[config.mk]
export PLATFORM = sky130hd
export DESIGN_NAME = escalonador_programas
export DESIGN_NICKNAME = d
export VERILOG_FILES = /design/src/rtl/escalonador_programas.sv
export SDC_FILE = /design/constraint.sdc
export NUM_CORES = 1
export LEC_CHECK = 0
export ABC_CLOCK_PERIOD_IN_PS = 3380
export BUFFER_PORTS_ARGS = -buffer_cell sky130_fd_sc_hd__buf_4
export CELL_PAD_IN_SITES_DETAIL_PLACEMENT = 1
export CELL_PAD_IN_SITES_GLOBAL_PLACEMENT = 2
export CORE_MARGIN = 3
export CORE_UTILIZATION = 25
export DETAILED_ROUTE_END_ITERATION = 8
export PLACE_DENSITY_LB_ADDON = 0.1
export SETUP_SLACK_MARGIN = 0.05
export SYNTH_ARGS = -nofsm -noshare
export SYNTH_HDL_FRONTEND = slang
export SYNTH_SLANG_ARGS = --single-unit
[constraint.sdc]
create_clock -name clock -period 3.38 [get_ports clock]
set_input_delay 0.676 -clock clock [delete_from_list [all_inputs] [get_ports clock]]
set_output_delay 0.676 -clock clock [all_outputs]
set_load 0.005 [all_outputs]
[src/rtl/escalonador_programas.sv]
// Round-robin context-switch controller: preempts the running program on quantum
// expiry or yield, saves its PC into dados_RAM and reloads the next program's PC.
module escalonador_programas #(
   parameter int DATA_WIDTH    = 32,
   parameter int QUANTUM       = 1000,
   parameter int NUM_PROGRAMAS = 5,
   parameter int BASE_STRIDE   = 1000
) (
   input  logic                  clock,
   input  logic                  reset,
   input  logic                  enable,
   input  logic                  troca_forcada,
   input  logic [DATA_WIDTH-1:0] pc_atual,
   input  logic [DATA_WIDTH-1:0] q_ram,
   output logic                  halt_cpu,
   output logic                  spc,
   output logic                  lpc,
   output logic                  nextProgram,
   output logic [DATA_WIDTH-1:0] enderecoSpc,
   output logic                  pc_carregar,
   output logic [DATA_WIDTH-1:0] pc_novo,
   output logic [2:0]            programa_atual,
   output logic                  em_troca,
   output logic [2:0]            estado_dbg
);

   localparam int CW = $clog2(QUANTUM);

   typedef enum logic [2:0] {
      EXECUTA = 3'd0,
      SALVA   = 3'd1,
      AVANCA  = 3'd2,
      CARREGA = 3'd3,
      LE      = 3'd4,
      RETOMA  = 3'd5
   } estado_t;

   estado_t               estado_q, estado_d;
   logic [CW-1:0]         contador_q, contador_d;
   logic [2:0]            programa_q, programa_d;
   logic [DATA_WIDTH-1:0] endereco_q, endereco_d;
   logic [DATA_WIDTH-1:0] pc_novo_q, pc_novo_d;
   logic                  gatilho;

   // Decision is only taken while running; yields outside EXECUTA are dropped.
   assign gatilho = (estado_q == EXECUTA) && enable &&
                    (troca_forcada || (contador_q == CW'(QUANTUM - 1)));

   always_ff @(posedge clock) begin
      if (reset) begin
         estado_q   <= EXECUTA;
         contador_q <= '0;
         programa_q <= 3'd1;
         endereco_q <= '0;
         pc_novo_q  <= '0;
      end else begin
         estado_q   <= estado_d;
         contador_q <= contador_d;
         programa_q <= programa_d;
         endereco_q <= endereco_d;
         pc_novo_q  <= pc_novo_d;
      end
   end

   always_comb begin
      estado_d   = estado_q;
      contador_d = contador_q;
      programa_d = programa_q;
      endereco_d = endereco_q;
      pc_novo_d  = pc_novo_q;
      case (estado_q)
         EXECUTA: begin
            if (gatilho) begin
               endereco_d = pc_atual;
               estado_d   = SALVA;
            end else if (enable) begin
               contador_d = contador_q + CW'(1);
            end
         end
         SALVA:   estado_d = AVANCA;
         AVANCA: begin
            // Must track the RAM's own program counter, which advances on this edge.
            programa_d = (programa_q == 3'(NUM_PROGRAMAS)) ? 3'd1 : programa_q + 3'd1;
            estado_d   = CARREGA;
         end
         CARREGA: estado_d = LE;
         LE: begin
            pc_novo_d = q_ram + DATA_WIDTH'(programa_q) * DATA_WIDTH'(BASE_STRIDE);
            estado_d  = RETOMA;
         end
         RETOMA: begin
            contador_d = '0;
            estado_d   = EXECUTA;
         end
         default: estado_d = EXECUTA;
      endcase
   end

   assign halt_cpu       = (estado_q != EXECUTA) || gatilho;
   assign spc            = (estado_q == SALVA);
   assign nextProgram    = (estado_q == AVANCA);
   assign lpc            = (estado_q == CARREGA);
   assign pc_carregar    = (estado_q == RETOMA);
   assign em_troca       = (estado_q != EXECUTA);
   assign enderecoSpc    = endereco_q;
   assign pc_novo        = pc_novo_q;
   assign programa_atual = programa_q;
   assign estado_dbg     = estado_q;

endmodule

==> Yosys cells after proc, flatten, opt, wreduce, memory -nomap -nowiden <==
Index checks and enable logic that the tools add are counted.
{ "word_totals": {"ff_bits": 80, "latch_bits": 0, "ramBits": 0, "mem_bits_ro": 0, "output_inout_bits": 76, "wordCells": 34, "memories": 0} }
{ "classes": {"add_sub_neg": 3, "n_mul": 1, "n_div": 0, "n_lt_le_gt_ge": 0, "eq_ne": 10, "shift": 0, "muxes": 6, "n_bitwise": 0, "n_reduce_logical": 9} }
{ "op_table": {"columns": ["op", "n"], "rows": [
  ["32-bit by 13-bit adder with 32-bit output", 1],
  ["10-bit two-way mux", 2],
  ["10-bit one-hot mux with 2 select lines", 1],
  ["3-bit one-hot mux with 5 select lines", 1],
  ["10-bit by 1-bit adder with 10-bit output, second input constant", 1],
  ["10-bit equality test, second input constant", 1],
  ["3-bit by 7-bit multiplier with 10-bit output, second input constant", 1],
  ["3-bit equality test, second input constant", 3],
  ["3-bit by 2-bit equality test with 1-bit output, second input constant", 2],
  ["3-bit two-way mux", 2],
  ["2-bit != test, second input constant", 3],
  ["3-bit by 1-bit adder with 3-bit output, second input constant", 1],
  ["3-bit by 1-bit equality test with 1-bit output, second input constant", 1],
  ["3-bit logical NOT", 1],
  ["3-bit AND reduction", 1],
  ["3-bit nonzero test", 1],
  ["1-bit logical AND", 2],
  ["1-bit logical OR", 2],
  ["2-bit AND reduction", 1],
  ["2-bit nonzero test", 1]
]} }

==> Depth between registers and ports, before layout <==
Gate-level depths: netlist (run 1).
{ "depth": {"word_depth": 5, "mapped_depth": 19, "depth_no_buf": 18} }

==> Worst setup path before layout (run 1) <==
No wires, ideal clock.
{ "synth_timing": {"kind": "register to register", "startpoint": "reg programa_q[0] (netlist: programa_atual[0])", "endpoint": "reg pc_novo_q[19] (netlist: pc_novo[19])", "setup_ns": 0.086, "t_arrival_ns": 3.555, "required_time_ns": 3.294, "path_slack_ns": -0.260, "path_stages_with_launch": 14, "n_path_buf": 1, "period_less_slack_ns": 3.640, "cell_sequence": "dfxtp_1 > fa_1 > inv_1 > fa_1 > fa_1 > xor2_1 > ha_1 > and2_1 > nand3_1 > a21oi_1 > clkbuf_1 > o2111ai_1 > xor2_1 > a211oi_1"} }
{ "synth_via": {"elab_chain_len": 2} }
{ "synth_rtl": {"columns": ["element", "line", "source"], "rows": [
  ["from (decl)", "40", "logic [2:0] programa_q, programa_d;"],
  ["from (signal assigned)", "59", "programa_q <= programa_d;"],
  ["3-bit by 7-bit multiplier with 10-bit output", "88", "pc_novo_d = q_ram + DATA_WIDTH'(programa_q) * DATA_WIDTH'(BASE_STRIDE);"],
  ["32-bit by 13-bit adder with 32-bit output", "88", null],
  ["to (signal assigned)", "61", "pc_novo_q <= pc_novo_d;"],
  ["to (decl)", "42", "logic [DATA_WIDTH-1:0] pc_novo_q, pc_novo_d;"]
]} }
No other way between the ends.
A chain may end at the register's enable or synchronous reset.

==> Worst setup path in the final report (run 1) <==
{ "layout_timing": {"startpoint": "reg programa_q[1] (netlist: programa_atual[1])", "endpoint": "reg pc_novo_q[25] (netlist: pc_novo[25])"} }
The elaborated chain is that of the path after synthesis.

==> out/qor.csv, run 1 <==
stage;metric;value;unit
outcome;status;complete, but fails checks;
outcome;violations;negative setup slack;
detailed_routing;routed_wl;14.65;mm
detailed_routing;drt-initial-drc-count;141;
timing;setup_slack;-0.03939;ns
clock_network;cts_sinks;80;
hold_path;min_path_type;reg -> reg;
floorplanning;ios;144;
timing;drv_slew;0;
worst_setup_path;crit_type;reg -> reg;
logic_synthesis;synth_top_family_by_area;simple AND/OR/NAND/NOR gates;
detailed_routing;avgViaCountPerCell;4.776;
logic_synthesis;yosys.area_share.simple;22.54;%
worst_setup_path;crit_arrival;3.67;ns
pwr;power.leakage;2.525;nW
worst_setup_path;endpoint_kind;flip-flop;
cells_and_area;synthToLayoutAreaGrowth;49.69;%
detailed_routing;wl_per_cell;16.22;um
placement;dpl.cell_count;880;
placement;hpwl;10.65;mm
floorplanning;rows;46;
logic_synthesis;synth.distinct_cells;50;
logic_synthesis;synthCells;529;
detailed_routing;vias;4313;
clock_network;cts_tree;yes;
global_route;grt.total_usage;15.44;%
detailed_routing;detail_route.drc_violations;0;
floorplanning;start_util;25.97;%
logic_synthesis;yosysWarningCount;0;
global_route;grt_remaining_overflow;0;
timing;rsz0062_at_grt;true;
cells_and_area;final_common_cell;buf_4;
global_route;grt_pass1_vias;4513;
logic_synthesis;ys.flop_type;dfxtp_1;
logic_synthesis;synthMuxAreaShare;0.7175;%
floorplanning;dieWidth;135.4;um
logic_synthesis;synth_edf_count;0;
logic_synthesis;syn_area;0.004185;mm2
pwr;powerDensity;449.9;mW/mm2
clock_network;htree_levels;3;
floorplanning;dieArea;0.01833;mm2
logic_synthesis;yosysSeqAreaShare;38.27;%
clock_network;cts_root_buf;clkbuf_16;
cells_and_area;fin_util;38.87;%
timing;worst_hold_slack;0.4541;ns
timing;fin_worst_skew;0.007235;ns
run;drv_cap;0;
worst_setup_path;cp-start-kind;flip-flop;
clock_network;clkTransAtPathRegs;0.06;ns
placement;place_area;0.005662;mm2
cells_and_area;antenna_cells;0;
global_route;grt-busiest-layer;met2;
global_route;grt_use_met3;2.712;%
logic_synthesis;synth_compound_area_share;19.46;%
cells_and_area;design.final.nets;775;
worst_setup_path;crit_fanout;6;
global_route;antenna_found_initial;0;
timing;post-route-period-util;101.2;%
placement;pre_cts_ws;-0.1069;ns
global_route;grt_use_met1;19.88;%
logic_synthesis;ys_seq_elements;80;
timing;slew_headroom;52.41;%
cells_and_area;drive_gt1_share;34.64;%
cells_and_area;final_cell_mix;buf_4, nand2_1, dfxtp_1;
timing;max_freq;292.5;MHz
logic_synthesis;synthAdderAreaFrac;8.371;%
floorplanning;coreArea;0.01612;mm2
clock_network;cts_buffers;9;
worst_setup_path;required;3.63;ns
clock_network;hold_buffers;0;
global_route;grtUsageMet2;25.97;%
global_route;grt_max_degree;52;
timing;post-route-min-period;3.419;ns
timing;setup_violations;6;
timing;tightest_slew;0.7138;ns
global_route;grt_pass1_wl;22.71;mm
clock_network;cts_buffer_depth;2;
logic_synthesis;syn_nets;622;
clock_network;clk_latency;0.34;ns
timing;hold_viol;0;
placement;io_buffers;143;
logic_synthesis;synth_xor_area_share;5.441;%
logic_synthesis;postSynth.asyncResetShare;0;%
logic_synthesis;syn_area_per_cell;7.912;um2
detailed_routing;dr.pass1.iters;4;
cells_and_area;final_cell_area;0.006265;mm2
floorplanning;fp.dieH;135.4;um
pwr;vdd_ir_drop_max;0.2287;mV
placement;gp_congestion;0.7793;
cells_and_area;final_cells;903;
detailed_routing;ant_nets;0;
## layer usage
metal / wire (um) / vias to the layer above
met1: 6844 / 2052
met5: 0 / -
met2: 6863 / 103
met3: 639 / 19
li1: - / 2139
met4: 300 / 0
## cell usage after synthesis, types with 4 or more instances
master,instances,area (um2)
nand4_1,6,37.54
inv_1,21,78.83
a21oi_1,60,300.3
and4_1,4,35.03
nand3_1,9,45.04
dfxtp_1,80,1602
nand2_1,103,386.6
a211oi_1,16,120.1
a21o_1,6,45.04
nor3b_1,4,30.03
xnor2_1,13,113.9
nand2b_1,5,31.28
xor2_1,13,113.9
nor2b_1,4,25.02
fa_1,5,100.1
o2111ai_1,4,35.03
o21ai_0,15,75.07
clkbuf_1,28,105.1
a31oi_1,9,56.30
and3_1,4,25.02
nor2_1,46,172.7
ha_1,20,250.2
nor3_1,5,25.02
or3_1,6,37.54
## worst max-delay path, cell delays in order, from the launching register on
cell and delay (ns):
dfxtp_4 0.36, fa_2 0.60, inv_2 0.05, fa_2 0.34
fa_2 0.34, xor2_1 0.15, ha_1 0.33, and2_4 0.19
nand3_2 0.10, a21oi_4 0.19, buf_12 0.15, o2111ai_2 0.14
xor2_1 0.19, a211oi_1 0.19
## power by group
group	switching, mW	total [mW]	internal (mW)
combinational	0.412	0.805	0.393
sequential	0.0317	1.01	0.983
clock	0.407	0.999	0.592
## registers in the layout (all words and copies together) (netlist names)
register / count
enderecoSpc: 32
programa_atual: 3
contador_q: 10
pc_novo: 32
estado_dbg: 3
## per-stage QoR
| step | setup TNS [ns] | power [mW] |
|---|---|---|
| floorplan | 0 | 1.431 |
| global placement | -0.06433 | 1.750 |
| detailed placement | -1.216 | 1.758 |
| CTS | -0.4046 | 2.815 |
| global route | -3.477 | 2.991 |
| finish | -0.1540 | 2.818 |
## final timing paths
path | from | endpoint | slack, ns | depth (start not counted)
worst max-delay path | programa_atual[1] | pc_novo[25] | -0.04 | 13
worst min-delay path | pc_novo[8] | pc_novo[8] | 0.45 | 2
worst max register to register | programa_atual[1] | pc_novo[25] | -0.04 | 13
worst min register to register | pc_novo[8] | pc_novo[8] | 0.45 | 2
## area by class of cell
type                       count  area (um2)
clock buffer                  11       242.7
clock inverter                 5       53.80
fill                        1925        9851
inverter                      21       78.83
multi-input combinational    394        2633
sequential                    80        1609
tap                          216       270.3
timing repair buffer         176        1378
## cells by family after synthesis
| group | after synthesis |
|---|---|
| buffers and inverters | 55 |
| multiplexers | 3 |
| adder cells (fa/ha/maj) | 25 |
| AND/OR/NAND/NOR | 209 |
| AO/OA/AOI/OAI | 131 |
| flip-flops | 80 |
| XOR/XNOR | 26 |
## timing repair
action | in CTS | in global routing
setup endpoints to repair | 20 | 22
pin swaps | 21 | 16
endpoints found under the hold margin | 0 | 0
resized for setup | 23 | 24
setup buffers | 2 | 3
gates cloned | 0 | 2
No activity file was read; power rests on OpenSTA's default activity.
==> run 2: changes to the inputs <==
--- a/config.mk
+++ b/config.mk
@@ -10,7 +10,8 @@
 export CELL_PAD_IN_SITES_DETAIL_PLACEMENT = 1
 export CELL_PAD_IN_SITES_GLOBAL_PLACEMENT = 2
 export CORE_MARGIN = 3
-export CORE_UTILIZATION = 25
+export CORE_UTILIZATION = 26
+export CTS_BUF_LIST = sky130_fd_sc_hd__clkbuf_4 sky130_fd_sc_hd__clkbuf_8
 export DETAILED_ROUTE_END_ITERATION = 8
 export PLACE_DENSITY_LB_ADDON = 0.1
 export SETUP_SLACK_MARGIN = 0.05
==> run 2 against run 1 <==
Setup slack worse by 0.080 ns. Maximum frequency is 2.3% lower. The flow still finishes with violations (negative setup slack). Clock power is 17% lower. Wire length is 1.4% lower. Utilization is 0.71 points higher. Via count is 0.26% lower. Cell area is 2.2% lower. Sequential power hardly changed. Critical path depth stayed put. Global-route usage is 0.70 points higher. Final cell count is 0.89% lower.
==> out/qor.csv, run 2 (synthesis gave the netlist of run 1 again) <==
stage;metric;value;unit
cells_and_area;multi_input_area;0.002625;mm2
detailed_routing;ant_nets;0;
timing;post-route-min-period;3.500;ns
timing;rsz0062_at_grt;true;
pwr;sw_frac_of_total;32.32;%
clock_network;cts_tree;yes;
worst_setup_path;critPathSlowestCell;fa_2;
cells_and_area;synthToLayoutAreaGrowth;46.46;%
global_route;antenna_found_initial;0;
timing;drv_slew;0;
placement;gp_congestion;0.7933;
outcome;violations;negative setup slack;
pwr;seqPwrFrac;38.3;%
floorplanning;dieArea;0.01766;mm2
clock_network;clkTransAtPathRegs;0.10;ns
cells_and_area;nFillCells;1860;
worst_setup_path;required;3.62;ns
cells_and_area;drive_gt1_share;34.65;%
global_route;grt_max_degree;51;
worst_setup_path;critPathLaunch;programa_atual[1];
clock_network;clk_latency;0.38;ns
detailed_routing;vias;4302;
global_route;grt.total_usage;16.14;%
worst_setup_path;max_stage_delay;0.60;ns
pwr;vdd_ir_drop_max;0.2070;mV
detailed_routing;detail_route.drc_violations;0;
clock_network;cts_buffers;9;
worst_setup_path;crit_arrival;3.74;ns
worst_setup_path;cp-start-kind;flip-flop;
worst_setup_path;crit_type;reg -> reg;
timing;hold_viol;0;
clock_network;htree_levels;3;
floorplanning;ios;144;
global_route;grt_pass1_vias;4493;
cells_and_area;antenna_cells;0;
cells_and_area;final_cells;895;
cells_and_area;design.final.nets;773;
worst_setup_path;r2r_setup_slack;-0.12;ns
detailed_routing;wl_per_cell;16.14;um
detailed_routing;routed_wl;14.44;mm
timing;finalSetupTns;-1.174;ns
run;drv_cap;0;
pwr;comb_power_share;30.5;%
timing;tightest_slew;0.7132;ns
floorplanning;rows;45;
placement;pre_cts_ws;-0.1383;ns
timing;fin_worst_skew;0.01656;ns
floorplanning;dieWidth;132.9;um
detailed_routing;dr.pass1.iters;4;
placement;hpwl;10.59;mm
pwr;powerDensity;431.9;mW/mm2
worst_setup_path;reg2reg_depth;13;
clock_network;cts_root_buf;clkbuf_8;
pwr;p_int;1.792;mW
timing;post-route-period-util;103.5;%
detailed_routing;avgViaCountPerCell;4.807;
hold_path;holdPathEnd;enderecoSpc[13];
hold_path;hold_path_startpoint;enderecoSpc[13];
clock_network;cts_sinks;80;
placement;place_area;0.005648;mm2
worst_setup_path;worstPathCellList;fa_2 -> inv_2 -> fa_2 -> fa_2 -> xor2_1 -> ha_1 -> a21o_1 -> a21oi_2 -> o21ai_2 -> buf_6 -> o211ai_1 -> xor2_1 -> a211oi_2;
cells_and_area;regArea;0.001610;mm2
cells_and_area;final_common_cell;buf_4;
outcome;status;complete, but fails checks;
floorplanning;coreArea;0.01548;mm2
cells_and_area;final_cell_area;0.006130;mm2
worst_setup_path;r2r_end;pc_novo[15];
timing;worst_hold_slack;0.4586;ns
placement;io_buffers;143;
hold_path;min_path_type;reg -> reg;
worst_setup_path;crit_fanout;6;
floorplanning;start_util;27.03;%
worst_setup_path;reg2reg_from;programa_atual[1];
pwr;power.leakage;2.465;nW
placement;dpl.cell_count;874;
cells_and_area;final_cell_mix;buf_4, nand2_1, dfxtp_1;
timing;setup_violations;18;
global_route;grt_remaining_overflow;0;
floorplanning;fp.dieH;132.9;um
timing;setup_slack;-0.1196;ns
hold_path;holdPathStages;2;
pwr;power_switching;855.8;uW
timing;max_freq;285.7;MHz
timing;slew_headroom;52.46;%
worst_setup_path;path_common_cell;fa_2;
clock_network;cts_buffer_depth;2;
worst_setup_path;endpoint_kind;flip-flop;
detailed_routing;drt-initial-drc-count;146;
global_route;grt_pass1_wl;23.10;mm
pwr;pwr-share-clk;31.2;%
-- run 2: cell count changes in the layout (fill, tap and decap cells not counted), sizes merged --
cell and delta:
clkinv -1, buf -1, clkinvlp +1, clkbuf -3, bufinv +1
-- run 2: metal layers --
layer | GRT usage [%] | routed length, um
met1 | 19.49 | 6322
met2 | 28.36 | 7159
met3 | 4.715 | 828
met4 | 3.522 | 134
met5 | 0 | 0
-- run 2: worst max-delay path by stage --
stage,endpoint,slack (ns)
global placement,pc_novo[17],-0.08
CTS,pc_novo[29],-0.10
global route,pc_novo[27],-0.27
finish,pc_novo[15],-0.12
detailed placement,pc_novo[12],-0.14
floorplan,pc_novo[13],0.07
-- run 2: repair_timing --
action                                  4_1_cts  5_1_grt
endpoints found under the setup margin       20       22
hold buffers                                  0        0
setup buffers                                 4        1
pin swaps                                    23       12
gates cloned                                  1        0
hold endpoints to repair                      0        0
resized for setup                            26       20
-- run 2: metrics by stage --
stage / utilization (%) / power, mW
5_1_grt: 39.59 / 2.814
2_1_floorplan: - / 1.431
3_3_place_gp: 36.48 / 1.744
6_report: 39.59 / 2.648
3_5_place_dp: 36.48 / 1.761
4_1_cts: 38.84 / 2.656
-- run 2: final cells by class --
type                    instances  area share (%)
clock inverters                 6           1.531
repair buffers                174           21.76
flip-flops and latches         80           26.27
well taps                     211           4.307
multi-input cells             394           42.83
clock buffers                   9           2.021
inverters                      21           1.286
-- run 2: critical path: cells and delay by family (launching register included) --
family,cells,cell delay (ns)
AOI/OAI and AO/OA,5,0.75
xor gates and xnor gates,2,0.35
adders and majority gates,4,1.66
buffers and inverters,2,0.20
DFF,1,0.38
-- run 2: power by group through the flow --
stage / clock [mW] / sequential (mW) / combinational (mW)
floorplan: 0 / 1.03 / 0.400
global placement: 0 / 1.03 / 0.710
detailed placement: 0 / 1.04 / 0.724
CTS: 0.863 / 1.02 / 0.777
global route: 0.894 / 1.02 / 0.898
finish: 0.825 / 1.01 / 0.808
==> run 3: changes to the inputs <==
--- a/config.mk
+++ b/config.mk
@@ -14,7 +14,9 @@
 export CTS_BUF_LIST = sky130_fd_sc_hd__clkbuf_4 sky130_fd_sc_hd__clkbuf_8
 export DETAILED_ROUTE_END_ITERATION = 8
 export PLACE_DENSITY_LB_ADDON = 0.1
+export REMOVE_ABC_BUFFERS = 1
 export SETUP_SLACK_MARGIN = 0.05
+export SKIP_LAST_GASP = 1
 export SYNTH_ARGS = -nofsm -noshare
 export SYNTH_HDL_FRONTEND = slang
 export SYNTH_SLANG_ARGS = --single-unit
==> constraint.sdc (replaced) <==
create_clock -name clock -period 3.38 [get_ports clock]
set_input_delay 0.338 -clock clock [delete_from_list [all_inputs] [get_ports clock]]
set_output_delay 0.338 -clock clock [all_outputs]
set_load 0.005 [all_outputs]
==> run 3 against run 2 <==
The flow still finishes with violations (negative setup slack). Largest cell class unchanged. Final cell count up 1.3%. First-iteration DRC count increased by 27%. Flip-flop and latch count stayed put. Utilization rose by 0.34 points. Maximum frequency grew 1.8%.
==> out/qor.csv, run 3 (synthesis gave the netlist of run 1 again) <==
stage;metric;value;unit
placement;dpl.cell_count;876;
global_route;grt.total_usage;15.77;%
worst_setup_path;worstPathCellList;buf_4 -> ha_4 -> inv_2 -> ha_4 -> inv_1 -> fa_2 -> fa_2 -> xor2_1 -> ha_1 -> a21o_1 -> a21oi_4 -> o21ai_4 -> buf_6 -> o2111ai_4 -> xor2_1 -> a211oi_1;
detailed_routing;drt-initial-drc-count;185;
placement;gp_congestion;0.7749;
outcome;status;complete, but fails checks;
outcome;violations;negative setup slack;
placement;io_buffers;143;
placement;hpwl;10.09;mm
timing;hold_viol;0;
timing;post-route-period-util;101.7;%
global_route;grt_max_degree;51;
detailed_routing;routed_wl;14.17;mm
timing;tightest_slew;0.8367;ns
clock_network;cts_tree;yes;
detailed_routing;ant_nets;0;
cells_and_area;antenna_cells;0;
detailed_routing;dr.pass1.iters;4;
pwr;total_power;2.594;mW
floorplanning;dieWidth;132.9;um
floorplanning;dieArea;0.01766;mm2
cells_and_area;multi_input_area;0.002620;mm2
floorplanning;fp.dieH;132.9;um
cells_and_area;design.final.nets;784;
timing;rsz0062_at_grt;true;
global_route;grt_pass1_wl;22.83;mm
cells_and_area;regArea;0.001609;mm2
cells_and_area;final_cell_area;0.006182;mm2
worst_setup_path;critPathSlowestCell;fa_2;
worst_setup_path;crit_fanout;5;
timing;drv_slew;0;
placement;place_area;0.005594;mm2
worst_setup_path;crit_buf_inv;4;
worst_setup_path;cp-start-kind;flip-flop;
cells_and_area;final_cell_mix;buf_4, nand2_1, dfxtp_1;
clock_network;cts_sinks;80;
floorplanning;rows;45;
clock_network;clk_latency;0.35;ns
floorplanning;start_util;27.03;%
cells_and_area;final_common_cell;buf_4;
pwr;powerDensity;419.5;mW/mm2
worst_setup_path;required;3.66;ns
floorplanning;coreArea;0.01548;mm2
clock_network;hold_buffers;0;
run;drv_cap;0;
global_route;grt_remaining_overflow;0;
pwr;vdd_ir_drop_max;0.1555;mV
detailed_routing;avgViaCountPerCell;4.724;
global_route;antenna_found_initial;0;
worst_setup_path;cpLargestDelayFamily;adder cells;
cells_and_area;final_cells;907;
detailed_routing;wl_per_cell;15.62;um
pwr;power.leakage;2.514;nW
clock_network;cts_buffers;9;
timing;setup_slack;-0.05642;ns
cells_and_area;nFillCells;1891;
worst_setup_path;crit_arrival;3.72;ns
worst_setup_path;max_stage_delay;0.40;ns
clock_network;htree_levels;3;
timing;max_freq;291.0;MHz
global_route;grt_pass1_vias;4445;
timing;finalSetupTns;-0.1900;ns
clock_network;cts_root_buf;clkbuf_8;
detailed_routing;vias;4285;
clock_network;cts_buffer_depth;2;
hold_path;min_path_type;in -> reg;
cells_and_area;drive_gt1_share;34.77;%
timing;slew_headroom;44.10;%
timing;setup_violations;7;
timing;post-route-min-period;3.436;ns
worst_setup_path;endpoint_kind;flip-flop;
cells_and_area;synthToLayoutAreaGrowth;47.71;%
floorplanning;ios;144;
timing;fin_worst_skew;0.01014;ns
detailed_routing;detail_route.drc_violations;0;
worst_setup_path;crit_type;reg -> reg;
clock_network;clkTransAtPathRegs;0.09;ns
==> run 3: changes by cell type in the layout (fill, tap and decap cells not counted), moves of 3 or more <==
cell / before / now
a211oi_1: 11 / 16
a211oi_2: 5 / 0
buf_4: 169 / 178
buf_6: 4 / 7
==> run 3: layout make-up <==
| cell class | count | area share (%) |
|---|---|---|
| clock inverter | 5 | 0.9107 |
| timing repair buffer | 185 | 22.89 |
| sequential | 80 | 26.03 |
| clock buffer | 11 | 2.247 |
| inverter | 21 | 1.275 |
| tap | 211 | 4.270 |
| multi-input combinational | 394 | 42.38 |
==> run 3: per-layer routing <==
layer	track usage [%]	share of wire, %
met4	4.965	1.1
met2	26.58	48
met3	3.498	5.2
met1	20.05	46
met5	0	0
==> run 3: repair_timing <==
| action | in CTS | in global routing |
|---|---|---|
| cloned | 2 | 0 |
| resized for setup | 44 | 18 |
| endpoints found under the hold margin | 0 | 0 |
| endpoints found under the setup margin | 20 | 23 |
| pin swaps | 32 | 25 |
| buffers inserted | 10 | 4 |
==> run 3: through the flow <==
stage          setup WS [ns]  util, %  hold WS, ns
3_3_place_gp         -0.1529    36.13       0.4406
4_1_cts             -0.03473    39.14       0.1906
3_5_place_dp         -0.2549    36.13       0.4479
6_report            -0.05642    39.93       0.2189
2_1_floorplan        -0.6128        -       0.4071
5_1_grt              -0.2200    39.93       0.2023
==> run 3: tightest hold or removal path, stage by stage <==
cell,delay (ns)
buf_4,0.11
nand2_1,0.05
a21oi_1,0.05
==> run 3: final timing paths <==
check | from | end | slack (ns) | depth (start not counted)
worst max register to register | programa_atual[0] | pc_novo[25] | -0.06 | 16
worst min-delay path | q_ram[1] | pc_novo[1] | 0.22 | 3
worst max-delay path | programa_atual[0] | pc_novo[25] | -0.06 | 16
worst min register to register | enderecoSpc[14] | enderecoSpc[14] | 0.46 | 2
==> run 3: report_power, final <==
part	switching [mW]	total, mW	leakage [nW]	internal [mW]
Sequential	0.0306	1.01	0.649	0.982
Clock	0.367	0.726	0.101	0.359
Combinational	0.436	0.856	1.76	0.419
Total	0.834	2.59	2.51	1.76
